===== src/rtl/seq_div_pkg.sv =====
// Shared types and constants for the sequential restoring divider.
// Optional signed mode is selected with SEQ_DIV_SIGNED_EN.
package seq_div_pkg;

    typedef enum logic [1:0] {
        ST_IDLE = 2'd0,
        ST_RUN  = 2'd1,
        ST_DONE = 2'd2
    } state_t;

    localparam int DIV_WIDTH = 4;

    function automatic int cnt_w(input int w);
        return (w < 2) ? 1 : $clog2(w);
    endfunction

    localparam int DIV_CNT_W = cnt_w(DIV_WIDTH);

endpackage


===== src/rtl/div_trial_sub.sv =====
// Trial subtractor P - {0,divisor}: inverted-operand ripple add, carry-in 1.
// Used by seq_div_unit (see SEQ_DIV_SIGNED_EN there).
module div_trial_sub #(
    parameter int WIDTH = 4
) (
    input  logic [WIDTH:0]   p,
    input  logic [WIDTH-1:0] divisor,
    output logic [WIDTH:0]   t,
    output logic             borrow
);

    logic [WIDTH:0]   b_inv;
    logic [WIDTH+1:0] c;

    assign b_inv = ~{1'b0, divisor};
    assign c[0]  = 1'b1;

    for (genvar i = 0; i <= WIDTH; i++) begin : g_rip
        assign t[i]   = p[i] ^ b_inv[i] ^ c[i];
        assign c[i+1] = (p[i] & b_inv[i]) | (c[i] & (p[i] ^ b_inv[i]));
    end

    // No carry out of the top bit means the difference went negative
    assign borrow = ~c[WIDTH+1];

endmodule


===== src/rtl/seq_div_unit.sv =====
// Multi-cycle restoring divider, one trial subtraction per clock.
// Define SEQ_DIV_SIGNED_EN for two's-complement operands.
module seq_div_unit
    import seq_div_pkg::*;
#(
    parameter int WIDTH = DIV_WIDTH
) (
    input  logic             clk,
    input  logic             rst,
    input  logic             start,
    input  logic [WIDTH-1:0] dividend,
    input  logic [WIDTH-1:0] divisor,
    output logic             busy,
    output logic             done,
    output logic [WIDTH-1:0] quotient,
    output logic [WIDTH-1:0] remainder,
    output logic             div_by_zero
);

    localparam int CW = cnt_w(WIDTH);

    state_t state, state_n;

    logic [WIDTH:0]   p, p_sh, t, p_nx;
    logic [WIDTH-1:0] q, q_nx, d;
    logic [WIDTH-1:0] a_mag, b_mag, q_fix, r_fix;
    logic [CW-1:0]    cnt;
    logic             borrow, last, unused_p_msb;

    assign p_sh         = {p[WIDTH-1:0], q[WIDTH-1]};
    assign unused_p_msb = p[WIDTH];

    div_trial_sub #(.WIDTH(WIDTH)) u_trial (
        .p       (p_sh),
        .divisor (d),
        .t       (t),
        .borrow  (borrow)
    );

    assign p_nx = borrow ? p_sh : t;
    assign q_nx = {q[WIDTH-2:0], ~borrow};
    assign last = (cnt == CW'(WIDTH - 1));

`ifdef SEQ_DIV_SIGNED_EN
    logic neg_q, neg_r;

    // Most-negative magnitude fits as unsigned, so overflow wraps back naturally
    assign a_mag = dividend[WIDTH-1] ? -dividend : dividend;
    assign b_mag = divisor[WIDTH-1] ? -divisor : divisor;
    assign q_fix = neg_q ? -q_nx : q_nx;
    assign r_fix = neg_r ? -p_nx[WIDTH-1:0] : p_nx[WIDTH-1:0];
`else
    assign a_mag = dividend;
    assign b_mag = divisor;
    assign q_fix = q_nx;
    assign r_fix = p_nx[WIDTH-1:0];
`endif

    always_comb begin
        state_n = state;
        unique case (state)
            ST_IDLE: if (start) state_n = (divisor == '0) ? ST_DONE : ST_RUN;
            ST_RUN:  if (last) state_n = ST_DONE;
            ST_DONE: state_n = ST_IDLE;
            default: state_n = ST_IDLE;
        endcase
    end

    always_ff @(posedge clk) begin
        if (rst) begin
            state       <= ST_IDLE;
            busy        <= 1'b0;
            done        <= 1'b0;
            div_by_zero <= 1'b0;
            quotient    <= '0;
            remainder   <= '0;
            p           <= '0;
            q           <= '0;
            d           <= '0;
            cnt         <= '0;
`ifdef SEQ_DIV_SIGNED_EN
            neg_q       <= 1'b0;
            neg_r       <= 1'b0;
`endif
        end else begin
            state <= state_n;
            busy  <= (state_n == ST_RUN);
            done  <= (state_n == ST_DONE);
            unique case (state)
                ST_IDLE: begin
                    if (start && divisor == '0) begin
                        quotient    <= '1;
                        remainder   <= dividend;
                        div_by_zero <= 1'b1;
                    end else if (start) begin
                        p   <= '0;
                        q   <= a_mag;
                        d   <= b_mag;
                        cnt <= '0;
`ifdef SEQ_DIV_SIGNED_EN
                        neg_q <= dividend[WIDTH-1] ^ divisor[WIDTH-1];
                        neg_r <= dividend[WIDTH-1];
`endif
                    end
                end
                ST_RUN: begin
                    p   <= p_nx;
                    q   <= q_nx;
                    cnt <= cnt + 1'b1;
                    if (last) begin
                        quotient    <= q_fix;
                        remainder   <= r_fix;
                        div_by_zero <= 1'b0;
                    end
                end
                default: ;
            endcase
        end
    end

endmodule


===== config.mk =====
export PLATFORM = sky130hd
export DESIGN_NAME = seq_div_unit
export DESIGN_NICKNAME = d
export VERILOG_FILES = /design/src/rtl/seq_div_pkg.sv /design/src/rtl/div_trial_sub.sv /design/src/rtl/seq_div_unit.sv
export SDC_FILE = /design/constraint.sdc
export NUM_CORES = 1
export LEC_CHECK = 0
export CORE_AREA = 2 2 69 77
export DETAILED_ROUTE_END_ITERATION = 8
export DIE_AREA = 0 0 71 79
export HOLD_SLACK_MARGIN = 0.1
export SYNTH_ARGS = -nofsm -noshare
export SYNTH_HDL_FRONTEND = slang
export SYNTH_SLANG_ARGS = --single-unit

===== constraint.sdc =====
create_clock -name clk -period 3 [get_ports clk]
set_input_delay 0.3 -clock clk [delete_from_list [all_inputs] [get_ports clk]]
set_output_delay 0.3 -clock clk [all_outputs]
set_load 0.03 [all_outputs]

==> qor.yml <==
outcome: "completed"
grt_max_degree: 23
place.gp.congestion: 0.7819
floorplan.rows: 27
synth.net_count: 146
io-pin-count: 22
layout_worst_path_cycle_share: 0.8579
finalClockSkew_ns: 0.01181
fp.dieH_um: 79
max_cap_viol_count: 0
finalMaxSlewViolations: 0
fin_util: 0.3011
end_kind: "register"
clock_insertion_delay_at_the_later_pin_of_the_skew_report_ns: 0.27
synth-seq-cells: 27
detail-route-antenna-nets: 0
final_min_period_ns: 2.574
synth_simple_gate_area_frac: 0.1764
crit_path_max_fanout: 8
critPathLaunch: "q[3]"
critical_path_required_ns: 3.15
area_growth_syn_to_layout_pct: 25.29
fillCellCount: 529
avgRoutedWirePerCell_um: 11.80
muxShareOfSynthArea: 0.03507
synth.cell_area_sq_um: 1177
critical_path_class: "reg2reg"
crit-reg2reg-launch: "q[3]"
ir_drop_v: 0.0001590
tritoncts: "built"
final-hold-violation-count: 0
leakagePower_nw: 0.5448
power.density_cell_area_nw_per_um2: 495.2
design.die.area_sq_um: 5609
final-setup-viol-count: 0
detailedRoute.firstIterationViolations: 81
cts_inserted_buffers: 3
grt_first_pass_wirelength_um: 4043
final.setup.worst_slack_ns: 0.4263
cts_setup_buffers: 0
cts_htree_levels: 1
worst_setup_path_start_kind: "register"
place_hpwl_um: 1786
synth_cell_types: 28
vias_per_cell: 4.612
cts-hold-fix-buffers: 0
grt_remaining_overflow: 0
floorplan.initialDensity: 0.2404
max_slew.worst_pin.slew_ns: 0.6073
grt_antenna_before_repair: 0
synth_top_family_by_area: "compound AO/OA/AOI/OAI gates"
fraction_of_final_layout_cells_with_drive_strength_greater_than_1: 0.06757
port-buffer-count: 21
timing.hold.worst.class: "reg2reg"
placeable_core_region_sq_um: 4898
synth-warning-count: 0
rel_slew_slack: 0.5943
pre_cts_ws_ns: 0.4195
achievable-frequency_mhz: 388.5
n_antenna_cell: 0
area_fraction_in_compound_gates_after_synthesis: 0.1998
proportion_of_synthesized_chip_area_in_sequential_cells: 0.4591
synth_fa_ha_area_frac: 0.07226
netlist_instances: 130
arrival_ns: 2.72
first_global_vias: 879
drt-pass1-iter-count: 4
synth_xor_xnor_area_share: 0
clkSlewWorstSetupHoldPaths_ns: 0.10
grt_usage: 0.09236
count_of_vias_placed_by_the_detailed_router: 950
clk_path_buf_depth: 2
totalNegativeSetupSlack_ns: 0
routed_wl_um: 2430
hold_path.startpoint: "p[3]"
cts_num_sinks: 27
die-width_um: 71
synth.avg_cell_area_sq_um: 9.057
cts_root_buffer: "clkbuf_8"
final.hold.worst_slack_ns: 0.4519
cells_resized_by_post_cts_repair: 0
final_net_count: 165
setup_repair_after_global_routing_missed_its_margin: "no"
drcViolationCount: 0
worst max-delay path: stages (launching register included):
cell       delay (ns)
dfxtp_1          0.34
inv_1            0.05
ha_1             0.19
inv_1            0.06
fa_1             0.15
inv_1            0.05
fa_1             0.37
fa_1             0.36
nand2b_1         0.24
mux2_2           0.39
o2111ai_1        0.17
o21ai_0          0.10
per-stage QoR:
step	std cells	power, mW	instance area, sq um
after CTS	206	0.7448	1475
final	206	0.7305	1475
after detailed placement	202	0.5316	1426
after global routing	206	0.7740	1475
after floorplan	130	0.4901	1177
after global placement	202	0.5304	1426
cell type report:
cell class / instances / area, sq um / area share
Sequential cell: 27 / 540.5 / 0.3664
Tap cell: 58 / 72.57 / 0.04919
Timing Repair Buffer: 22 / 217.7 / 0.1476
Multi-Input combinational cell: 88 / 569.3 / 0.3859
Inverter: 7 / 26.28 / 0.01781
Clock inverter: 1 / 7.507 / 0.005089
Clock buffer: 3 / 41.29 / 0.02799
placed cells by master, fill, tap and decap left out, types with 2 or more instances in the layout:
cell,netlist,final
and2_1,2,2
nand2_1,15,15
a211oi_1,8,8
ha_1,2,2
o21ai_0,4,4
mux2i_1,3,3
o211ai_1,3,3
clkdlybuf4s50_1,0,21
a31oi_1,3,3
fa_1,3,3
inv_1,7,7
clkbuf_8,0,3
nand2b_1,4,4
nor2_1,16,16
a22oi_1,5,5
a21oi_1,10,10
dfxtp_1,27,27
routing by layer:
metal	routed length, um	vias to the layer above	track usage
met5	0	-	0
met4	39	0	0.05660
met3	81	2	0.01269
met2	1163	19	0.1458
met1	1146	443	0.1187
li1	-	486	-
power breakdown:
group	internal (mW)	leakage, nW	switching (mW)
Sequential	0.378	0.220	0.0115
Clock	0.0942	0.0217	0.114
Combinational	0.0570	0.303	0.0752
cells by family after synthesis:
family                     count (synthesis)
AOI/OAI and AO/OA                         36
adders and majority gates                  5
buffers and inverters                     15
DFF                                       27
muxes                                      4
and+or+nand+nor                           43
registers in the layout, indices dropped and copies added (netlist names), 2 cells and up:
| register | count |
|---|---|
| quotient | 4 |
| d | 4 |
| q | 4 |
| cnt | 2 |
| state | 2 |
| p | 4 |
| remainder | 4 |
final timing paths:
| path | end | slack [ns] | cells past startpoint |
|---|---|---|---|
| worst max-delay path | remainder[1] | 0.43 | 11 |
| worst min-delay path | p[3] | 0.45 | 2 |
| worst max register to register | remainder[1] | 0.43 | 11 |
| worst min register to register | p[3] | 0.45 | 2 |
cells in the mapped netlist:
master     count  area share
buf_2          3       0.013
o2111ai_1      1      0.0074
a31oi_1        3       0.016
and2b_2        1      0.0074
inv_1          7       0.022
nand2_1       15       0.048
dfxtp_1       27        0.46
o211ai_1       3       0.019
a2bb2oi_1      1      0.0074
mux2_2         1      0.0096
clkbuf_1       4       0.013
mux2i_1        3       0.026
o21ai_0        4       0.017
nor3b_2        1       0.011
nor2b_1        1      0.0053
a22o_1         1      0.0074
ha_1           2       0.021
and2_1         2       0.011
nand2b_1       4       0.021
buf_6          1      0.0096
a22oi_1        5       0.032
and2_4         1      0.0074
nor2_1        16       0.051
a211oi_1       8       0.051
fa_1           3       0.051
nor4_1         1      0.0053
or4_4          1      0.0096
a21oi_1       10       0.043
No activity file was read; power rests on OpenSTA's default activity.
